===== config.mk =====
export PLATFORM = sky130hd
export DESIGN_NAME = irq_arbiter_flat
export DESIGN_NICKNAME = d
export VERILOG_FILES = /design/src/rtl/irq_arbiter_pkg.sv /design/src/rtl/irq_arbiter_if.sv /design/src/rtl/irq_arbiter_prio_enc.sv /design/src/rtl/irq_arbiter.sv /design/src/flat_wrapper.sv
export SDC_FILE = /design/constraint.sdc
export NUM_CORES = 1
export LEC_CHECK = 0
export ABC_CLOCK_PERIOD_IN_PS = 1700
export CAP_MARGIN = 20
export CORE_MARGIN = 2
export CORE_UTILIZATION = 33
export DETAILED_ROUTE_END_ITERATION = 6
export PLACE_DENSITY = 0.83
export RECOVER_POWER = 25
export SYNTH_ARGS = -nofsm -noshare
export SYNTH_HDL_FRONTEND = slang
export SYNTH_SLANG_ARGS = --single-unit
export TNS_END_PERCENT = 5

===== constraint.sdc =====
create_clock -name clk -period 1.7 [get_ports clk]
set_input_delay 0.34 -clock clk [delete_from_list [all_inputs] [get_ports clk]]
set_output_delay 0.34 -clock clk [all_outputs]
set_load 0.01 [all_outputs]

===== src/rtl/irq_arbiter_pkg.sv =====
// Shared constants for the interrupt arbiter: geometry, FSM states,
// register offsets and source indices.
package irq_arbiter_pkg;

  localparam int N_SRC = 4;
  localparam int ID_W  = 2;

  typedef enum logic [1:0] {
    S_IDLE = 2'd0,
    S_ISR  = 2'd1,
    S_GAP  = 2'd2
  } state_t;

  localparam logic [1:0] REG_PEND  = 2'd0;
  localparam logic [1:0] REG_MASK  = 2'd1;
  localparam logic [1:0] REG_CTRL  = 2'd2;
  localparam logic [1:0] REG_CAUSE = 2'd3;

  localparam int SRC_TIMER   = 0;
  localparam int SRC_UART_RX = 1;
  localparam int SRC_UART_TX = 2;

endpackage


===== src/rtl/irq_arbiter_if.sv =====
// Peripheral bus port of the interrupt arbiter (word-decoded, 4-bit byte offset).
interface irq_arbiter_if;

  logic        sel;
  logic        rd;
  logic        wr;
  logic [3:0]  addr;
  logic [31:0] wdata;
  logic [31:0] rdata;

  modport master (output sel, rd, wr, addr, wdata, input rdata);
  modport slave  (input sel, rd, wr, addr, wdata, output rdata);

endinterface


===== src/rtl/irq_arbiter_prio_enc.sv =====
// Combinational lowest-index-first priority encoder with one-hot grant and valid flag.
module prio_enc
  import irq_arbiter_pkg::*;
(
  input  logic [N_SRC-1:0] req,
  output logic             valid,
  output logic [ID_W-1:0]  id,
  output logic [N_SRC-1:0] onehot
);

  genvar gi;
  generate
    for (gi = 0; gi < N_SRC; gi++) begin : g_first
      if (gi == 0) begin : g_lsb
        assign onehot[gi] = req[gi];
      end else begin : g_upper
        assign onehot[gi] = req[gi] & ~(|req[gi-1:0]);
      end
    end
  endgenerate

  assign valid = |req;

  // onehot has at most one bit set, so OR-ing the indices yields the winner
  always_comb begin
    id = '0;
    for (int i = 0; i < N_SRC; i++) begin
      if (onehot[i]) begin
        id = id | i[ID_W-1:0];
      end
    end
  end

endmodule


===== src/rtl/irq_arbiter.sv =====
// Interrupt arbiter: edge-latched pending bits, mask/global enable, fixed priority,
// and an IDLE/ISR/GAP sequencer driving a one-cycle take pulse to Control.
module irq_arbiter
  import irq_arbiter_pkg::*;
(
  input  logic               clk,
  input  logic               reset,
  input  logic [N_SRC-1:0]   irq_src,
  input  logic               kernel,
  irq_arbiter_if.slave       bus,
  output logic               irq,
  output logic [ID_W-1:0]    irq_id,
  output logic [N_SRC-1:0]   irq_ack
);

  state_t             state_reg, state_next;
  logic [N_SRC-1:0]   src_q_reg;
  logic [N_SRC-1:0]   pend_reg, pend_next;
  logic [N_SRC-1:0]   mask_reg, mask_next;
  logic               gie_reg, gie_next;
  logic               cause_valid_reg, cause_valid_next;
  logic [ID_W-1:0]    cause_id_reg, cause_id_next;

  logic [N_SRC-1:0]   rise;
  logic [N_SRC-1:0]   eligible;
  logic [N_SRC-1:0]   win_onehot;
  logic [ID_W-1:0]    win_id;
  logic               win_valid;
  logic               take;
  logic               wr_hit;
  logic [1:0]         reg_sel;
  logic [N_SRC-1:0]   w1c;
  logic [31:0]        rdata_int;
  logic               unused_bus_bits;

  assign rise     = irq_src & ~src_q_reg;
  assign eligible = pend_reg & mask_reg;
  assign wr_hit   = bus.sel & bus.wr;
  assign reg_sel  = bus.addr[3:2];

  assign unused_bus_bits = ^{bus.wdata[31:N_SRC], bus.addr[1:0]};

  prio_enc u_prio_enc (
    .req    (eligible),
    .valid  (win_valid),
    .id     (win_id),
    .onehot (win_onehot)
  );

  always_ff @(posedge clk) begin
    if (reset) begin
      state_reg       <= S_IDLE;
      src_q_reg       <= '0;
      pend_reg        <= '0;
      mask_reg        <= '0;
      gie_reg         <= 1'b0;
      cause_valid_reg <= 1'b0;
      cause_id_reg    <= '0;
    end else begin
      state_reg       <= state_next;
      src_q_reg       <= irq_src;
      pend_reg        <= pend_next;
      mask_reg        <= mask_next;
      gie_reg         <= gie_next;
      cause_valid_reg <= cause_valid_next;
      cause_id_reg    <= cause_id_next;
    end
  end

  // Take is a Mealy decision of IDLE; kernel=1 blocks it in every state.
  always_comb begin
    state_next = state_reg;
    take       = 1'b0;
    irq        = 1'b0;
    irq_id     = '0;
    irq_ack    = '0;
    case (state_reg)
      S_IDLE: begin
        if (gie_reg && !kernel && win_valid) begin
          take       = 1'b1;
          irq        = 1'b1;
          irq_id     = win_id;
          irq_ack    = win_onehot;
          state_next = S_ISR;
        end
      end
      S_ISR: begin
        if (!kernel) begin
          state_next = S_GAP;
        end
      end
      S_GAP: begin
        state_next = S_IDLE;
      end
      default: begin
        state_next = S_IDLE;
      end
    endcase
  end

  // A new rising edge always beats a clear from either W1C or a take.
  always_comb begin
    mask_next        = mask_reg;
    gie_next         = gie_reg;
    cause_valid_next = cause_valid_reg;
    cause_id_next    = cause_id_reg;
    w1c              = '0;
    if (wr_hit) begin
      case (reg_sel)
        REG_PEND: w1c       = bus.wdata[N_SRC-1:0];
        REG_MASK: mask_next = bus.wdata[N_SRC-1:0];
        REG_CTRL: gie_next  = bus.wdata[0];
        default:  ;
      endcase
    end
    if (take) begin
      cause_valid_next = 1'b1;
      cause_id_next    = win_id;
    end
    pend_next = (pend_reg & ~w1c & ~(take ? win_onehot : '0)) | rise;
  end

  always_comb begin
    rdata_int = '0;
    if (bus.sel && bus.rd) begin
      case (reg_sel)
        REG_PEND:  rdata_int = {{(32-N_SRC){1'b0}}, pend_reg};
        REG_MASK:  rdata_int = {{(32-N_SRC){1'b0}}, mask_reg};
        REG_CTRL:  rdata_int = {31'd0, gie_reg};
        REG_CAUSE: rdata_int = {cause_valid_reg, {(31-ID_W){1'b0}}, cause_id_reg};
        default:   rdata_int = '0;
      endcase
    end
  end

  assign bus.rdata = rdata_int;

endmodule

===== src/flat_wrapper.sv =====
// flat-port wrapper written by rule: the top's interface ports become plain ports
module irq_arbiter_flat import irq_arbiter_pkg::*;
  (clk, reset, irq_src, kernel, irq, irq_id, irq_ack, bus_sel, bus_rd, bus_wr, bus_addr, bus_wdata, bus_rdata);
  irq_arbiter_if bus_i ();
  input  logic clk;
  input  logic reset;
  input  logic [N_SRC-1:0] irq_src;
  input  logic kernel;
  output logic irq;
  output logic [ID_W-1:0] irq_id;
  output logic [N_SRC-1:0] irq_ack;
  input wire logic [$bits(bus_i.sel)-1:0] bus_sel;
  input wire logic [$bits(bus_i.rd)-1:0] bus_rd;
  input wire logic [$bits(bus_i.wr)-1:0] bus_wr;
  input wire logic [$bits(bus_i.addr)-1:0] bus_addr;
  input wire logic [$bits(bus_i.wdata)-1:0] bus_wdata;
  output wire logic [$bits(bus_i.rdata)-1:0] bus_rdata;
  assign bus_i.sel = bus_sel;
  assign bus_i.rd = bus_rd;
  assign bus_i.wr = bus_wr;
  assign bus_i.addr = bus_addr;
  assign bus_i.wdata = bus_wdata;
  assign bus_rdata = bus_i.rdata;
  irq_arbiter u_core (.clk(clk), .reset(reset), .irq_src(irq_src), .kernel(kernel), .bus(bus_i), .irq(irq), .irq_id(irq_id), .irq_ack(irq_ack));
endmodule

==> reports/qor.log <==
INFO  floorplanning  area_inside_the_core_boundary=3080um^2
INFO  timing         max_fclk=532MHz
INFO  yosys          postSynthRegisterBits=18
INFO  timing         fin_setup_tns=-0.658ns
INFO  yosys          synth_seq_area_share=33.6%
INFO  place          numPlacedInstances=208
INFO  routing        dr_drc_count=0
INFO  timing         setup_slack=-0.178ns
INFO  routing        vias=901
INFO  grt            globalRouteTotalUtil=12.8%
INFO  floorplanning  die_h=61um
INFO  setup_path     cp_capture_type=primary output
INFO  clock_network  tritoncts=done
INFO  yosys          number_of_instances_in_the_synthesized_netlist=124
INFO  floorplanning  die_area=3720um^2
INFO  grt            grt_remaining_overflow=0
INFO  run_status     violations=negative setup slack
INFO  floorplanning  die_x=61um
INFO  setup_path     cp-start-kind=flip-flop
INFO  clock_network  clock_latency=0.29ns
INFO  grt            grt_pass1_vias=821
INFO  floorplanning  floorplan.initialDensity=34.8%
INFO  clock_network  htree_num_levels=1
INFO  cells_and_area fill_cells=299
INFO  yosys          yosys.area.top_type_share=33.6%
INFO  setup_path     crit_path_max_incr_delay=0.58ns
INFO  yosys          yosysWarningCount=0
INFO  cells_and_area most_used_cells_in_the_layout_excluding_fill_and_tap_cells=conb_1 (27), buf_4 (18), nor2_1 (14), dfxtp_1 (14), clkdlybuf4s50_1 (11)
INFO  timing         final.setup_skew=0.00160ns
INFO  cells_and_area final_layout_size_suffix_gt1_share=30.6%
INFO  timing         fin_crit_sh=110%
INFO  routing        route.detailed.wl_per_inst=10.7um
INFO  cells_and_area antenna_fix_cells=0
INFO  setup_path     timing_worst_setup_path_type=flip-flop to primary output
INFO  cells_and_area finish.instance_area=1480um^2
INFO  pwr            share_seq_of_total_power=52.6%
INFO  yosys          yosys.cell_types.count=27
INFO  pwr            switchingPower=0.000220W
INFO  clock_network  cts_made_buffers=3
INFO  cells_and_area multi_input_area=629um^2
INFO  cells_and_area final_cells=214
INFO  yosys          post_synth_instance_area=1070um^2
INFO  worst_hold_path min_path_type=flip-flop to flip-flop
INFO  cells_and_area flow.area_growth_from_synthesis=37.6%
INFO  pwr            p_sw_share=25.6%
INFO  place          placement.cell_area=1410um^2
INFO  floorplanning  placement_rows=20
INFO  routing        detail_route.first_pass.iterations=4
INFO  yosys          synth_enable_flop_cells=0
INFO  setup_path     slowest_stage_cell_cp=or4b_4
INFO  cells_and_area nets=217
INFO  grt            antenna_found_initial=0
INFO  place          dp.final_hpwl=1760um
INFO  timing         grt_setup_unrepaired=true
INFO  setup_path     crit_required=1.36ns
INFO  timing         timing_max_transition_violations_final=0
INFO  routing        drt_iter0_markers=17
INFO  pwr            power.density=581nW/um^2
INFO  pwr            max_rail_drop_vdd=0.311mV
INFO  clock_network  clockBufferDepth=2
INFO  run            max_capacitance_violation_count=0
INFO  cells_and_area layout_commonest_cell=conb_1
INFO  yosys          post_synth_main_area_contributors=dfxtp_1 (34%), buf_4 (19%), mux2i_1 (7.5%), nor2_1 (6.3%), nor2b_1 (4.1%)
INFO  grt            grt_pass1_wl=3540um
INFO  cells_and_area final-seq-area=368um^2
INFO  grt            maximum_number_of_pins_on_one_net_before_global_route_repair=12
INFO  setup_path     crit_family=simple AND/OR/NAND/NOR gates
INFO  clock_network  clk_pin_slew_worst_paths=0.10ns
INFO  pwr            p_leak=0.656nW
INFO  timing         timing.final.crit_period=1.88ns
INFO  place          preCtsSetupSlack=-0.700ns
INFO  setup_path     wp_data_arrival=1.54ns
INFO  clock_network  clock_sinks=18
INFO  setup_path     crit_buf_inv=1
INFO  clock_network  clock-root-buffer=clkbuf_4
INFO  setup_path     crit_path_cell_trace=or4b_4 > a31oi_4 > buf_6
INFO  floorplanning  ioPinCount=85
INFO  yosys          async_reset_ff_share=0%
INFO  place          port_buffers=27
INFO  yosys          synth_top_area_cell=dfxtp_1
INFO  run_status     run_status=finished, violations left
INFO  timing         fin_hold_viols=0
INFO  routing        detail_route.vias_per_cell=4.21
INFO  setup_path     path_max_fanout=4
INFO  routing        ant_nets=0
INFO  place          finalWeightedCongestion=0.741
INFO  pwr            pwr-share-comb=17.0%
INFO  pwr            power_frac_clock=30.4%
INFO  yosys          synthesis.area_per_instance=8.65um^2
INFO  routing        detail_route.wirelength=2290um
INFO  yosys          synth_top_flop_cell=dfxtp_1
INFO  pwr            intPower=0.000637W
INFO  timing         setup-violations-final=8
==> power by group through the flow <==
stage               Combinational, W  Sequential (W)  Clock, W
finish                      0.000145        0.000451  0.000260
global route                0.000161        0.000453  0.000285
floorplan                   0.000122        0.000458         0
detailed placement          0.000144        0.000461         0
global placement            0.000143        0.000460         0
CTS                         0.000143        0.000451  0.000264
==> timing repair <==
action / CTS / global route
gates cloned: 0 / 0
setup endpoints to repair: 12 / 11
hold buffers: 0 / 0
pin swaps: 4 / 3
gates resized for setup: 51 / 15
buffers inserted: 1 / 1
==> cell usage after synthesis, types with 2 or more instances <==
| library cell | number |
|---|---|
| buf_4 | 27 |
| dfxtp_1 | 18 |
| nor2_1 | 18 |
| mux2i_1 | 8 |
| nand2_1 | 8 |
| nor2b_1 | 7 |
| nand3_1 | 6 |
| inv_1 | 5 |
| a21oi_1 | 3 |
| a31oi_1 | 2 |
| buf_2 | 2 |
| nand4b_1 | 2 |
| nor3_1 | 2 |
| o21a_1 | 2 |
| o2bb2ai_1 | 2 |
==> logic make-up after synthesis <==
family / Yosys count / synth area share [%]
muxes: 9 / 9.57
buffers and inverters: 35 / 21.9
DFF: 18 / 33.6
AOI/OAI and AO/OA: 14 / 11.3
other: 1 / 0.350
and+or+nand+nor: 47 / 23.2
==> path summary, 6_finish.rpt <==
path,startpoint,to,slack (ns),cells after the start
min reg2reg,u_core.state_reg[1],u_core.state_reg[1],0.46,1
max reg2reg,u_core.state_reg[1],u_core.cause_id_reg[0],0.15,5
min,u_core.state_reg[1],u_core.state_reg[1],0.46,1
max,u_core.state_reg[1],irq,-0.18,3
==> layout make-up <==
| class | instances | share of cell area [%] |
|---|---|---|
| sequential | 18 | 24.9 |
| clock buffer | 4 | 2.46 |
| inverter | 5 | 1.27 |
| multi-input combinational | 97 | 42.7 |
| timing repair buffer | 46 | 24.9 |
| tap | 44 | 3.73 |
==> metrics by stage <==
stage / hold WS (ns) / power, W / util (%)
after global placement: 0.440 / 0.000603 / 45.7
after global routing: 0.480 / 0.000899 / 47.9
after detailed placement: 0.452 / 0.000605 / 45.7
after CTS: 0.461 / 0.000858 / 47.3
after floorplan: 0.419 / 0.000580 / -
final: 0.462 / 0.000856 / 47.9
==> routing by layer <==
layer	wire, um	vias to the layer above	GRT usage, %	part of all wire (%)
li1	-	462	-	-
met1	1080	410	17.3	47
met2	1080	29	21.2	47
met3	132	0	2.13	5.8
met4	0	0	3.73	0
met5	0	-	0	0
(Power assumes the default switching activity.)
